## src/rtl/nor2_arc_sequencer.sv

```systemverilog
// NOR2 self-test sequencer: walks six (A1,A2) vectors NUM_PASSES times, samples ZN_I
// SETTLE cycles after each drive, and reports mismatch count and first failing index.
module nor2_arc_sequencer #(
  parameter int SETTLE     = 3,
  parameter int NUM_PASSES = 2
) (
  input  logic       CLK,
  input  logic       RST,
  input  logic       START,
  output logic       A1_O,
  output logic       A2_O,
  input  logic       ZN_I,
  output logic       BUSY,
  output logic       DONE,
  output logic       PASS,
  output logic [3:0] ERR_CNT,
  output logic [2:0] FAIL_IDX
);

  typedef enum logic [2:0] {S_IDLE, S_APPLY, S_WAIT, S_CHECK, S_DONE} state_t;

  localparam logic [2:0] NO_FAIL     = 3'd7;
  localparam logic [2:0] LAST_IDX    = 3'd5;
  localparam logic [3:0] SETTLE_LOAD = 4'(SETTLE - 1);
  localparam logic [3:0] LAST_PASS   = 4'(NUM_PASSES - 1);
  localparam logic [3:0] ERR_MAX     = 4'd15;

  state_t     state;
  logic [2:0] idx;
  logic [3:0] pass_cnt;
  logic [3:0] settle_cnt;
  logic       mism;
  logic [3:0] err_nxt;
  logic [2:0] idx_nxt;

  // Vector table as {A1,A2}: 00,10,00,01,00,11 -> A1 rise/fall, A2 rise/fall, both high.
  function automatic logic [1:0] vec_drive(input logic [2:0] i);
    logic [1:0] v;
    v = 2'b00;
    case (i)
      3'd1:    v = 2'b10;
      3'd3:    v = 2'b01;
      3'd5:    v = 2'b11;
      default: v = 2'b00;
    endcase
    return v;
  endfunction

  function automatic logic vec_expect(input logic [2:0] i);
    logic z;
    z = 1'b0;
    case (i)
      3'd0, 3'd2, 3'd4: z = 1'b1;
      default:          z = 1'b0;
    endcase
    return z;
  endfunction

  // Equality test in the if lets an unknown ZN_I fall into the mismatch branch.
  always_comb begin
    mism = 1'b0;
    if (state == S_CHECK) begin
      if (ZN_I == vec_expect(idx))
        mism = 1'b0;
      else
        mism = 1'b1;
    end
    err_nxt = ERR_CNT;
    if (mism && (ERR_CNT != ERR_MAX))
      err_nxt = ERR_CNT + 4'd1;
    idx_nxt = (idx < LAST_IDX) ? (idx + 3'd1) : 3'd0;
  end

  always_ff @(posedge CLK) begin
    if (RST) begin
      state      <= S_IDLE;
      idx        <= 3'd0;
      pass_cnt   <= 4'd0;
      settle_cnt <= 4'd0;
      A1_O       <= 1'b0;
      A2_O       <= 1'b0;
      BUSY       <= 1'b0;
      DONE       <= 1'b0;
      PASS       <= 1'b0;
      ERR_CNT    <= 4'd0;
      FAIL_IDX   <= NO_FAIL;
    end else begin
      case (state)
        S_IDLE, S_DONE: begin
          if (START) begin
            state        <= S_APPLY;
            idx          <= 3'd0;
            pass_cnt     <= 4'd0;
            {A1_O, A2_O} <= vec_drive(3'd0);
            BUSY         <= 1'b1;
            DONE         <= 1'b0;
            PASS         <= 1'b0;
            ERR_CNT      <= 4'd0;
            FAIL_IDX     <= NO_FAIL;
          end
        end

        S_APPLY: begin
          settle_cnt <= SETTLE_LOAD;
          state      <= (SETTLE > 1) ? S_WAIT : S_CHECK;
        end

        // Counter leaves WAIT as it steps to zero, giving SETTLE-1 wait cycles.
        S_WAIT: begin
          settle_cnt <= settle_cnt - 4'd1;
          if (settle_cnt <= 4'd1)
            state <= S_CHECK;
        end

        S_CHECK: begin
          ERR_CNT <= err_nxt;
          if (mism && (FAIL_IDX == NO_FAIL))
            FAIL_IDX <= idx;
          if ((idx < LAST_IDX) || (pass_cnt < LAST_PASS)) begin
            state        <= S_APPLY;
            idx          <= idx_nxt;
            {A1_O, A2_O} <= vec_drive(idx_nxt);
            if (idx >= LAST_IDX)
              pass_cnt <= pass_cnt + 4'd1;
          end else begin
            state <= S_DONE;
            A1_O  <= 1'b0;
            A2_O  <= 1'b0;
            BUSY  <= 1'b0;
            DONE  <= 1'b1;
            PASS  <= (err_nxt == 4'd0);
          end
        end

        default: state <= S_IDLE;
      endcase
    end
  end

endmodule
```

## config.mk

```make
export PLATFORM = sky130hd
export DESIGN_NAME = nor2_arc_sequencer
export DESIGN_NICKNAME = d
export VERILOG_FILES = /design/src/rtl/nor2_arc_sequencer.sv
export SDC_FILE = /design/constraint.sdc
export NUM_CORES = 1
export LEC_CHECK = 0
export BUFFER_PORTS_ARGS = -buffer_cell sky130_fd_sc_hd__clkbuf_2
export CAP_MARGIN = 20
export CELL_PAD_IN_SITES_DETAIL_PLACEMENT = 0
export CELL_PAD_IN_SITES_GLOBAL_PLACEMENT = 1
export CORE_UTILIZATION = 35
export CTS_BUF_LIST = sky130_fd_sc_hd__clkbuf_4 sky130_fd_sc_hd__clkbuf_8
export DETAILED_ROUTE_END_ITERATION = 12
export PLACE_DENSITY = 0.71
export SLEW_MARGIN = 40
export SYNTH_ARGS = -nofsm -noshare
export SYNTH_HDL_FRONTEND = slang
export SYNTH_SLANG_ARGS = --single-unit
```

## constraint.sdc

```tcl
create_clock -name CLK -period 2.7 [get_ports CLK]
set_input_delay 0 -clock CLK [delete_from_list [all_inputs] [get_ports CLK]]
set_output_delay 0 -clock CLK [all_outputs]
set_load 0.05 [all_outputs]
```

* Word level (Yosys, flattened, before mapping) *
Index checks and enable logic that the tools add are counted.
Widths: inputs -> output; s select.

word-level totals
  logic and storage cells = 88
  output and inout port bits = 12
  input port bits = 4
  register bits after elaboration = 26

operators by class
  equal/unequal tests = 18
  reduce and logical (&&, ||, !) cells = 16
  magnitude comparators = 4
  multiplexer cells = 35
  add/sub/neg operators = 4

operators with widths
  operator             count
  $mux 3               8
  $pmux 4 s2           3
  $mux 4               4
  $eq 3x2->1 const B   4
  $eq 3x3->1 const B   4
  $pmux 3 s2           2
  $pmux 3 s4           1
  $mux 1               11
  $pmux 1 s2           5
  $reduce_and 3->1     3
  $add 4x1->4 const B  2
  $eq 3x1->1 const B   2
  $logic_not 3->1      2
  $ne 2x1->1 const B   3
  $ne 2x2->1 const B   3
  $pmux 2 s3           1
  $le 4x1->1 const B   1
  $logic_not 4->1      1
  $lt 4x1->1 const B   1
  $ne 4x4->1 const B   1
  $reduce_and 2->1     2
  $reduce_and 4->1     1
  $reduce_bool 2->1    2
  $sub 4x1->4 const B  1
  8 further kinds      9

* Logic depth before layout (Yosys ltp) *
Gate-level depths: netlist (run 1).

  word-level depth = 12
  depth in mapped cells = 9
  gate-level depth less buffers = 7

* Worst setup path before layout (run 1) *
No wires, ideal clock.

  kind = flip-flop to flip-flop
  from = reg idx[0]
  to = reg PASS
  path slack = 0.764 ns
  buffers on the path = 1
  arrival time = 1.876 ns
  setup time = 0.060 ns
  clock period less this slack = 1.936 ns
  required time = 2.640 ns
  cell stages (with the launch flop) = 9
  cell sequence = dfxtp_1 > clkbuf_1 > inv_1 > ha_1 > nor2b_2 > o31a_1 > a31o_1 > a211oi_2 > a32o_1

on the way
  word-level cells in the longest chain between the ends = 12
  elaborated cells on any way between the ends = 18
  classes of those cells = order compare: 1; eq/ne: 4; mux: 7; reduce/logical: 6

ends and longest elaborated chain
  item                                      line  RTL
  start: declaration                        29    logic [2:0] idx;
  start signal: assignment                  121   idx <= idx_nxt;
  $eq 3x2->1, or another cell as far along  52    case (i)
  $reduce_or 3->1                           52
  $mux 1                                    52
  $mux 1                                    62    if (state == S_CHECK) begin
  $eq 1x1->1                                63    if (ZN_I == vec_expect(idx))
  $mux 1                                    63
  $mux 1                                    62
  $logic_and 1x1->1                         69    if (mism && (ERR_CNT != ERR_MAX))
  $mux 4                                    69
  $logic_not 4->1                           131   PASS <= (err_nxt == 4'd0);
  $mux 1                                    119   if ((idx < LAST_IDX) || (pass_cnt < LAST_PASS)) begin
  $pmux 1 s2                                88    case (state)
  end signal: assignment                    131
  end: declaration                          15    output logic PASS,

Several ways; a longest one is shown, not always the timed one. The select of a mux whose other input is x is not followed.
A chain may end at the register's enable or synchronous reset.

* Worst setup path after layout (run 1) *
Same ends and word-level chain as after synthesis.

==> results of run 1 <==
metrics by stage:
step                hold slack (ns)  setup slack (ns)  area, um^2  utilization [%]  std cells
finish                      0.03696            0.6690        1642            40.75        242
global placement             0.3280            0.7688        1587            39.38        238
CTS                         0.02822            0.6820        1642            40.75        242
global route                0.05112            0.5512        1642            40.75        242
detailed placement           0.3281            0.7071        1587            39.38        238
floorplan                    0.1864            0.7642        1484                -        183
flip-flops by register name (all words and copies together), names as in the netlist:
signal and cells:
pass_cnt 4, A1_O 1, idx 3, BUSY 1
settle_cnt 4, A2_O 1, DONE 1, state 3
PASS 1, FAIL_IDX 3, ERR_CNT 4
worst reg2reg max path, cell delays in order (launching register included):
cell and delay [ns]:
dfxtp_1 0.51, inv_1 0.14, ha_1 0.21, nor2b_2 0.16
o31a_1 0.30, a31o_1 0.26, a211oi_2 0.21, a32o_1 0.20
final timing paths:
| path | from | endpoint | cells past startpoint |
|---|---|---|---|
| max | idx[0]$_SDFFE_PP0P_ | PASS$_SDFFE_PP0P_ | 7 |
| min | START | state[2]$_SDFFE_PP0P_ | 3 |
| max reg2reg | idx[0]$_SDFFE_PP0P_ | PASS$_SDFFE_PP0P_ | 7 |
| min reg2reg | DONE$_SDFFE_PP0P_ | DONE$_SDFFE_PP0P_ | 2 |
cells in the mapped netlist (all sizes together), types with 2 or more instances:
| cell type | number |
|---|---|
| a22oi | 2 |
| a211oi | 6 |
| o21bai | 3 |
| mux2i | 2 |
| clkbuf | 6 |
| nor2b | 3 |
| and4 | 3 |
| nor4 | 2 |
| nand3b | 3 |
| nand4 | 2 |
| nand2 | 16 |
| a21oi | 16 |
| nor2 | 19 |
| o31a | 2 |
| nor3 | 5 |
| nand3 | 6 |
| xor2 | 2 |
| dfxtp | 26 |
| or3 | 2 |
| o21ai | 11 |
| buf | 6 |
| inv | 9 |
| a32oi | 2 |
| a31oi | 4 |
| ha | 9 |
| o22ai | 2 |
| nor3b | 2 |
per-layer routing:
| metal | share of wire, % | wire length [um] |
|---|---|---|
| met2 | 47 | 1514 |
| met3 | 2.5 | 82 |
| met5 | 0 | 0 |
| met1 | 49 | 1574 |
| met4 | 2.1 | 68 |
area by class of cell:
cell class | instances | area (um^2)
clock buffer | 4 | 55.05
fill | 439 | 2387
inverter | 9 | 33.78
multi-input combinational | 136 | 879.6
sequential | 26 | 520.5
tap | 50 | 62.56
timing repair buffer | 17 | 90.09
cells in the final DEF, fill, tap and decap left out, drive strengths merged, types with 2 or more instances in the layout:
cell type  instances
mux2i              2
nand3b             3
nand4              2
dfxtp             26
nor3b              2
nand3              6
and4               3
a211oi             6
buf                2
nor3               5
a31oi              4
clkbuf            19
a32oi              2
inv                9
a22oi              2
o21bai             3
nor2              19
o22ai              2
a21oi             16
o31a               2
o21ai             11
ha                 9
nor2b              3
xor2               2
or3                2
nor4               2
nand2             16
power groups by stage:
stage                     sequential [mW]  clock (mW)  combinational, mW
after CTS                           0.439       0.270              0.180
after global routing                0.444       0.286              0.205
final                               0.439       0.259              0.179
after detailed placement            0.448           0              0.179
after floorplan                     0.443           0              0.143
after global placement              0.446           0              0.176
cells by family (layout without fill, tap and decap cells):
kind of cell	count (synthesis)	after routing	share of synthesized area [%]
buffers and inverters	21	30	5.649
adder cells (fa/ha/maj)	9	9	7.589
AO/OA/AOI/OAI	54	54	24.12
AND/OR/NAND/NOR	67	67	23.69
multiplexers	3	3	2.108
flip-flops	26	26	35.08
XOR/XNOR	3	3	1.771
==> impl_metrics.toml, run 1 <==
[outcome]
run_status = "finished, final reports clean"

[synthesis]
synthTopCellsByArea = "dfxtp_1 (35%), ha_1 (7.6%), a21oi_1 (5.4%)"
synth_top_area_cell = "dfxtp_1"
avgSynthCellArea_um2 = 8.109
syn_area_um2 = 1484
yosysTopAreaCellShare_pct = 35.08
synth_edf_count = 0
async_flop_share_pct = 0
ys_ff_latch = 26
seq_area_frac_synth_pct = 35.08
ys.flop_type = "dfxtp_1"
syn_inst = 183
ys_types = 45
synth_fp_nets = 196
yosysWarnings = 0

[sta]
fmax_mhz = 492.4
finalSetupViolCount = 0
timing.slew.headroom_pct = 60.41
rsz0062_at_grt = "no"
hold_viol_final = 0
tightest_slew_ns = 0.5939
skew_ns = 0.01190
fin_tns_setup_ns = 0
drv_slew = 0
layout_min_cycle_time_ns = 2.031
fin_crit_sh_pct = 75.22

[grt]
busiest_layer = "met2"
grt_overflow = 0
track_usage_pct = 16.30
grt_max_degree = 28
antenna_found_initial = 0
gr-usage-met2_pct = 24.88
grt_pass1_wl_mm = 5.554
grt_pass1_vias = 1231
use_met1_pct = 21.24
use_met3_pct = 3.767

[pwr]
power_mw = 0.8765
pwr-share-clk_pct = 29.5
seqPwrFrac_pct = 50.1
powerDensity_nw_per_um2 = 533.9
p_sw_mw = 0.2739
pwr-share-comb_pct = 20.4
ir_drop_mv = 0.3015
switching_share_pct = 31.25
p_leak_nw = 0.6138
internal_power_mw = 0.6026

[floorplan]
core.rowCount = 23
design.die.area_um2 = 4504
num_io_pins = 16
initial_utilization_pct = 36.83
die_h_um = 67.12
core-area_um2 = 4029
fp.dieW_um = 67.12

[cts]
cts_buffer_depth = 2
cts_max_level = 1
clock_latency_ns = 0.28
cts_resized = 0
cts.clk_slew.worst_paths_ns = 0.10
cts_tree = "built"
cts_hold_buffers = 0
cts_sinks = 26
cts-root-buf = "clkbuf_8"
numCtsBuffers = 3
post_cts_buffers = 0

[finish]
diodes = 0
layout.nets = 206
area_growth_pct = 10.62
drive_above_1_share_pct = 14.58

[detailed_routing]
drtPass1Iterations = 4
initialDrtViolationCount = 87
ant_nets = 0
via_per_inst = 5.368
drc = 0
avgRoutedWirePerCell_um = 13.39
routed_wl_mm = 3.240
via_count = 1299

[worst_setup_path]
slowest_delay_ns = 0.51
crit_slowest_cell = "dfxtp_1"
path_class = "reg2reg"
path_max_fanout = 10
timing.critical_path.cells = "inv_1, ha_1, nor2b_2, o31a_1, a31o_1, a211oi_2, a32o_1"
arrival_ns = 2.26
r2r_slack_ns = 0.67
crit_path_start_kind = "register"
worstSetupEndpointType = "register"
cp.required_ns = 2.93
critPathBufInv = 1
cp_top_family = "compound AO/OA/AOI/OAI gates"

[placement]
dp_hpwl_mm = 2.248
gp_congestion = 0.8025
io_buffer_count = 15

[run]
maxCapViolations = 0

[hold_path]
hold_class = "in2reg"
(Power assumes the default switching activity.)
==> run 2, diff against run 1 <==
--- a/config.mk
+++ b/config.mk
@@ -12,7 +12,7 @@
 export CORE_UTILIZATION = 35
 export CTS_BUF_LIST = sky130_fd_sc_hd__clkbuf_4 sky130_fd_sc_hd__clkbuf_8
 export DETAILED_ROUTE_END_ITERATION = 12
-export PLACE_DENSITY = 0.71
+export PLACE_DENSITY = 0.73
 export SLEW_MARGIN = 40
 export SYNTH_ARGS = -nofsm -noshare
 export SYNTH_HDL_FRONTEND = slang
==> constraint.sdc (replaced) <==
create_clock -name CLK -period 1.8 [get_ports CLK]
set_input_delay 0 -clock CLK [delete_from_list [all_inputs] [get_ports CLK]]
set_output_delay 0 -clock CLK [all_outputs]
set_load 0.05 [all_outputs]
==> run 2 against run 1 <==
  * Largest power group unchanged
  * Combinational power increased by 89%
  * Fmax increased by 16%
  * Global-route usage down 0.094 points
  * Cell area grew 11%
  * Critical endpoint unchanged
  * Utilization up 4.4 points
  * Via count up 4.5%
  * Setup slack worse by 0.62 ns
==> impl_metrics.toml, run 2 (synthesis results as in run 1) <==
[worst_setup_path]
path_max_fanout = 4
crit_slowest_cell = "o31a_1"
critPathBufInv = 2
r2r-end = "PASS$_SDFFE_PP0P_"
crit_start = "idx[0]$_SDFFE_PP0P_"
path_class = "reg2reg"
timing.critical_path.cells = "inv_2, ha_4, nor2b_4, o31a_1, buf_4, nand3_1, a211oi_2, a32o_1"
cp_top_family = "compound AO/OA/AOI/OAI gates"
r2r_slack_ns = 0.05
rr_startpoint = "idx[0]$_SDFFE_PP0P_"
r2r_cells = 8
arrival_ns = 1.91
slowest_delay_ns = 0.38
crit_path_start_kind = "register"
cp.required_ns = 1.96
worstSetupEndpointType = "register"

[hold_path]
hold_class = "in2reg"
whs_path_depth = 3
hold_end = "state[2]$_SDFFE_PP0P_"
hp-start = "START"

[sta]
rsz0062_at_grt = "yes"
fin_crit_sh_pct = 97.08
drv_slew = 0
finalSetupViolCount = 0
skew_ns = 0.005232
layout_min_cycle_time_ns = 1.748
fmax_mhz = 572.2
tightest_slew_ns = 0.3715
timing.slew.headroom_pct = 75.20
hold_viol_final = 0

[cts]
numCtsBuffers = 3
cts_hold_buffers = 0
cts_max_level = 1
cts_buffer_depth = 2
cts_tree = "built"
cts.clk_slew.worst_paths_ns = 0.09
clock_latency_ns = 0.27
cts-root-buf = "clkbuf_8"
cts_sinks = 26

[finish]
most-common-layout-cells = "dfxtp_1 (20), nor2_1 (19), buf_4 (19)"
drive_above_1_share_pct = 29.67
final_area_um2 = 1819
layout.nets = 224
diodes = 0
mostFrequentLayoutCell = "dfxtp_1"
fillers = 413
area_growth_pct = 22.60
utilization_pct = 45.16
reg_top3 = "ERR_CNT: 4 flops, pass_cnt: 4 flops, settle_cnt: 4 flops"

[detailed_routing]
avgRoutedWirePerCell_um = 13.17
initialDrtViolationCount = 82
via_per_inst = 5.243
ant_nets = 0
drc = 0
routed_wl_mm = 3.412
via_count = 1358
drtPass1Iterations = 4

[placement]
io_buffer_count = 15
placed_area_um2 = 1688
gp_congestion = 0.8795
dp_hpwl_mm = 2.486

[floorplan]
core.rowCount = 23
initial_utilization_pct = 36.83
core-area_um2 = 4029
die_h_um = 67.12
design.die.area_um2 = 4504
fp.dieW_um = 67.12
num_io_pins = 16

[grt]
busiest_layer = "met2"
track_usage_pct = 16.20
use_met3_pct = 4.452
grt_pass1_vias = 1200
antenna_found_initial = 0
gr-usage-met2_pct = 25.87
grt_pass1_wl_mm = 5.526
grt_overflow = 0
grt_max_degree = 17
use_met1_pct = 21.46

[pwr]
p_leak_nw = 0.6929
ir_drop_mv = 0.5257
power_mw = 1.300
powerDensity_nw_per_um2 = 714.4

[outcome]
run_status = "finished, final reports clean"

[run]
maxCapViolations = 0
[run 2: cell types whose count changed in the layout (fill, tap and decap cells not counted), sizes merged]
cell	previous run	this run
buf	2	20
clkbuf	19	18
[run 2: through the flow]
stage          std cells  setup WS, ns  setup TNS (ns)  hold WS (ns)
2_1_floorplan        183       0.01799               0        0.1864
3_5_place_dp         251      0.009091               0        0.3402
6_report             259       0.05248               0       0.05514
5_1_grt              259      -0.03968        -0.07700       0.06914
4_1_cts              254      0.006371               0       0.04688
3_3_place_gp         251       0.06005               0        0.3343
[run 2: what timing repair did]
item,CTS,global route
setup endpoints to repair,2,4
setup buffers,0,5
pin swaps,3,12
resized for setup,2,15
[run 2: power by group]
| part | switching, mW | internal (mW) | leakage [nW] | total (mW) |
|---|---|---|---|---|
| registers | 0.0269 | 0.606 | 0.214 | 0.633 |
| logic | 0.203 | 0.136 | 0.457 | 0.339 |
| clock network | 0.177 | 0.150 | 0.0216 | 0.327 |
[run 2: worst max path at each step]
stage | endpoint | slack, ns | cells after the start
after floorplan | PASS$_SDFFE_PP0P_ | 0.02 | 8
after global placement | pass_cnt[3]$_SDFFE_PP0P_ | 0.06 | 7
after detailed placement | PASS$_SDFFE_PP0P_ | 0.009 | 8
after CTS | PASS$_SDFFE_PP0P_ | 0.006 | 7
after global routing | pass_cnt[3]$_SDFFE_PP0P_ | -0.04 | 7
final | PASS$_SDFFE_PP0P_ | 0.05 | 8
[run 2: area by class of cell]
| cell class | instances | area, um^2 | area share, % |
|---|---|---|---|
| sequential | 26 | 528.0 | 29.02 |
| timing repair buffer | 35 | 229.0 | 12.59 |
| multi-input combinational | 136 | 924.6 | 50.83 |
| clock buffer | 3 | 41.29 | 2.270 |
| inverter | 9 | 33.78 | 1.857 |
| tap | 50 | 62.56 | 3.439 |
[run 2: worst reg2reg max path: stages (launching register included)]
cell	delay, ns
dfxtp_2	0.35
inv_2	0.06
ha_4	0.15
nor2b_4	0.13
o31a_1	0.38
buf_4	0.17
nand3_1	0.09
a211oi_2	0.07
a32o_1	0.24
[run 2: per-layer routing]
| metal | wire (um) | share of wire [%] | vias up |
|---|---|---|---|
| met4 | 17 | 0.50 | 0 |
| met2 | 1554 | 46 | 23 |
| met5 | 0 | 0 | - |
| met3 | 118 | 3.5 | 2 |
| li1 | - | - | 711 |
| met1 | 1722 | 50 | 622 |
==> run 3, diff against run 2 <==
--- a/config.mk
+++ b/config.mk
@@ -12,6 +12,7 @@
 export CORE_UTILIZATION = 35
 export CTS_BUF_LIST = sky130_fd_sc_hd__clkbuf_4 sky130_fd_sc_hd__clkbuf_8
 export DETAILED_ROUTE_END_ITERATION = 12
+export GPL_TIMING_DRIVEN = 0
 export PLACE_DENSITY = 0.73
 export SLEW_MARGIN = 40
 export SYNTH_ARGS = -nofsm -noshare
==> run 3 against run 2 <==
  * Setup slack worse by 0.044 ns
  * Clock power up 13%
  * Global-route usage up 0.63 points
  * Total power up 2.8%
  * Critical path type unchanged
  * Critical endpoint unchanged
  * Clock skew up 0.0032 ns
==> impl_metrics.toml, run 3 (synthesis results as in run 1) <==
[outcome]
run_status = "finished, final reports clean"

[placement]
gp_congestion = 0.7184
dp_hpwl_mm = 2.544
io_buffer_count = 14
place_ws_ns = -0.1737

[sta]
tightest_slew_ns = 0.5232
fin_crit_sh_pct = 99.54
finalSetupViolCount = 0
skew_ns = 0.008384
fmax_mhz = 558.1
rsz0062_at_grt = "yes"
drv_slew = 0
layout_setup_ws_ns = 0.008259
layout_min_cycle_time_ns = 1.792
timing.slew.headroom_pct = 65.12
fin_tns_setup_ns = 0
hold_viol_final = 0

[worst_setup_path]
crit_slowest_cell = "dfxtp_2"
path_class = "reg2reg"
worstSetupEndpointType = "register"
cp_top_family = "compound AO/OA/AOI/OAI gates"
slowest_delay_ns = 0.36
cp.required_ns = 2.01
crit_path_start_kind = "register"
critPathBufInv = 2
arrival_ns = 2.00
timing.critical_path.cells = "buf_8, inv_8, ha_4, nor2b_4, o31a_1, a31o_1, a211oi_2, a32o_1"
path_max_fanout = 5

[finish]
reg_top3 = "ERR_CNT: 4 flops, pass_cnt: 4 flops, settle_cnt: 4 flops"
most-common-layout-cells = "dfxtp_1 (20), nor2_1 (19), clkbuf_2 (16), nand2_1 (16), a21oi_1 (16)"
area_growth_pct = 24.87
mostFrequentLayoutCell = "dfxtp_1"
drive_above_1_share_pct = 28.10
diodes = 0
layout.nets = 224

[cts]
clock_latency_ns = 0.27
cts_max_level = 1
cts_tree = "built"
cts_hold_buffers = 0
cts_sinks = 26
cts_buffer_depth = 2
cts.clk_slew.worst_paths_ns = 0.09
cts-root-buf = "clkbuf_8"
numCtsBuffers = 3

[pwr]
internal_power_mw = 0.9238
ir_drop_mv = 0.5175
switching_share_pct = 30.89
p_sw_mw = 0.4128
seqPwrFrac_pct = 47.5
pwr-share-clk_pct = 27.8
p_leak_nw = 0.6951
pwr-share-comb_pct = 24.8
powerDensity_nw_per_um2 = 721.3

[detailed_routing]
drtPass1Iterations = 4
via_count = 1390
initialDrtViolationCount = 56
routed_wl_mm = 3.683
drc = 0
ant_nets = 0
avgRoutedWirePerCell_um = 14.17
via_per_inst = 5.346

[floorplan]
core-area_um2 = 4029
design.die.area_um2 = 4504
initial_utilization_pct = 36.83
fp.dieW_um = 67.12
num_io_pins = 16
die_h_um = 67.12
core.rowCount = 23

[grt]
grt_pass1_vias = 1262
grt_overflow = 0
grt_pass1_wl_mm = 5.733
grt_max_degree = 15
antenna_found_initial = 0
track_usage_pct = 16.84

[hold_path]
hold_class = "in2reg"

[run]
maxCapViolations = 0
==> run 3: cell types whose count changed in the layout (fill, tap and decap cells not counted), moves of 2 or more <==
cell / delta
ha_4: +2
buf_1: +2
buf_2: +4
ha_2: -2
clkbuf_1: +3
buf_4: -10
==> run 3: worst register-to-register path, cell delays in order, from the launching register on <==
cell and delay [ns]:
dfxtp_2 0.36, buf_8 0.11, inv_8 0.04, ha_4 0.14, nor2b_4 0.13, o31a_1 0.31
a31o_1 0.25, a211oi_2 0.22, a32o_1 0.18
==> run 3: final cells by class <==
cell class	instances	area [um^2]
Buffer	12	66.31
Clock buffer	4	55.05
Fill cell	433	2176
Inverter	9	41.29
Multi-Input combinational cell	136	962.2
Sequential cell	26	530.5
Tap cell	50	62.56
Timing Repair Buffer	23	135.1
==> run 3: layer usage <==
| layer | wire length, um | global-route usage, % | vias up |
|---|---|---|---|
| met5 | 0 | 0 | - |
| met4 | 19 | 3.191 | 0 |
| met3 | 90 | 3.767 | 2 |
| met2 | 1847 | 28.25 | 12 |
| met1 | 1726 | 21.98 | 668 |
| li1 | - | - | 708 |
==> run 3: what timing repair did <==
action / 4_1_cts / 5_1_grt
pin swaps: 8 / 7
resized for setup: 8 / 23
cloned: 1 / 0
buffers inserted: 5 / 3
endpoints found under the setup margin: 11 / 16
==> run 3: power by group through the flow <==
stage	Combinational, mW	Sequential (mW)	Clock (mW)
global placement	0.296	0.647	0
finish	0.331	0.635	0.371
CTS	0.319	0.635	0.386
detailed placement	0.303	0.649	0
global route	0.373	0.641	0.409
floorplan	0.216	0.665	0
==> run 3: through the flow <==
| stage | instances | power [mW] | util [%] | instance area [um^2] | hold slack, ns |
|---|---|---|---|---|---|
| 6_report | 260 | 1.337 | 45.99 | 1853 | 0.06089 |
| 5_1_grt | 260 | 1.423 | 45.99 | 1853 | 0.04226 |
| 4_1_cts | 257 | 1.341 | 43.73 | 1762 | 0.04566 |
| 3_5_place_dp | 247 | 0.9519 | 40.47 | 1630 | 0.3300 |
| 3_3_place_gp | 247 | 0.9422 | 40.47 | 1630 | 0.3381 |
| 2_1_floorplan | 183 | 0.8812 | - | 1498 | 0.1864 |
==> run 3: path summary, 6_finish.rpt <==
path / slack [ns] / cells past startpoint / end / from
setup / recovery: 0.008 / 8 / PASS$_SDFFE_PP0P_ / idx[0]$_SDFFE_PP0P_
setup reg to reg: 0.008 / 8 / PASS$_SDFFE_PP0P_ / idx[0]$_SDFFE_PP0P_
hold / removal: 0.06 / 3 / state[2]$_SDFFE_PP0P_ / START
hold reg to reg: 0.47 / 2 / DONE$_SDFFE_PP0P_ / DONE$_SDFFE_PP0P_
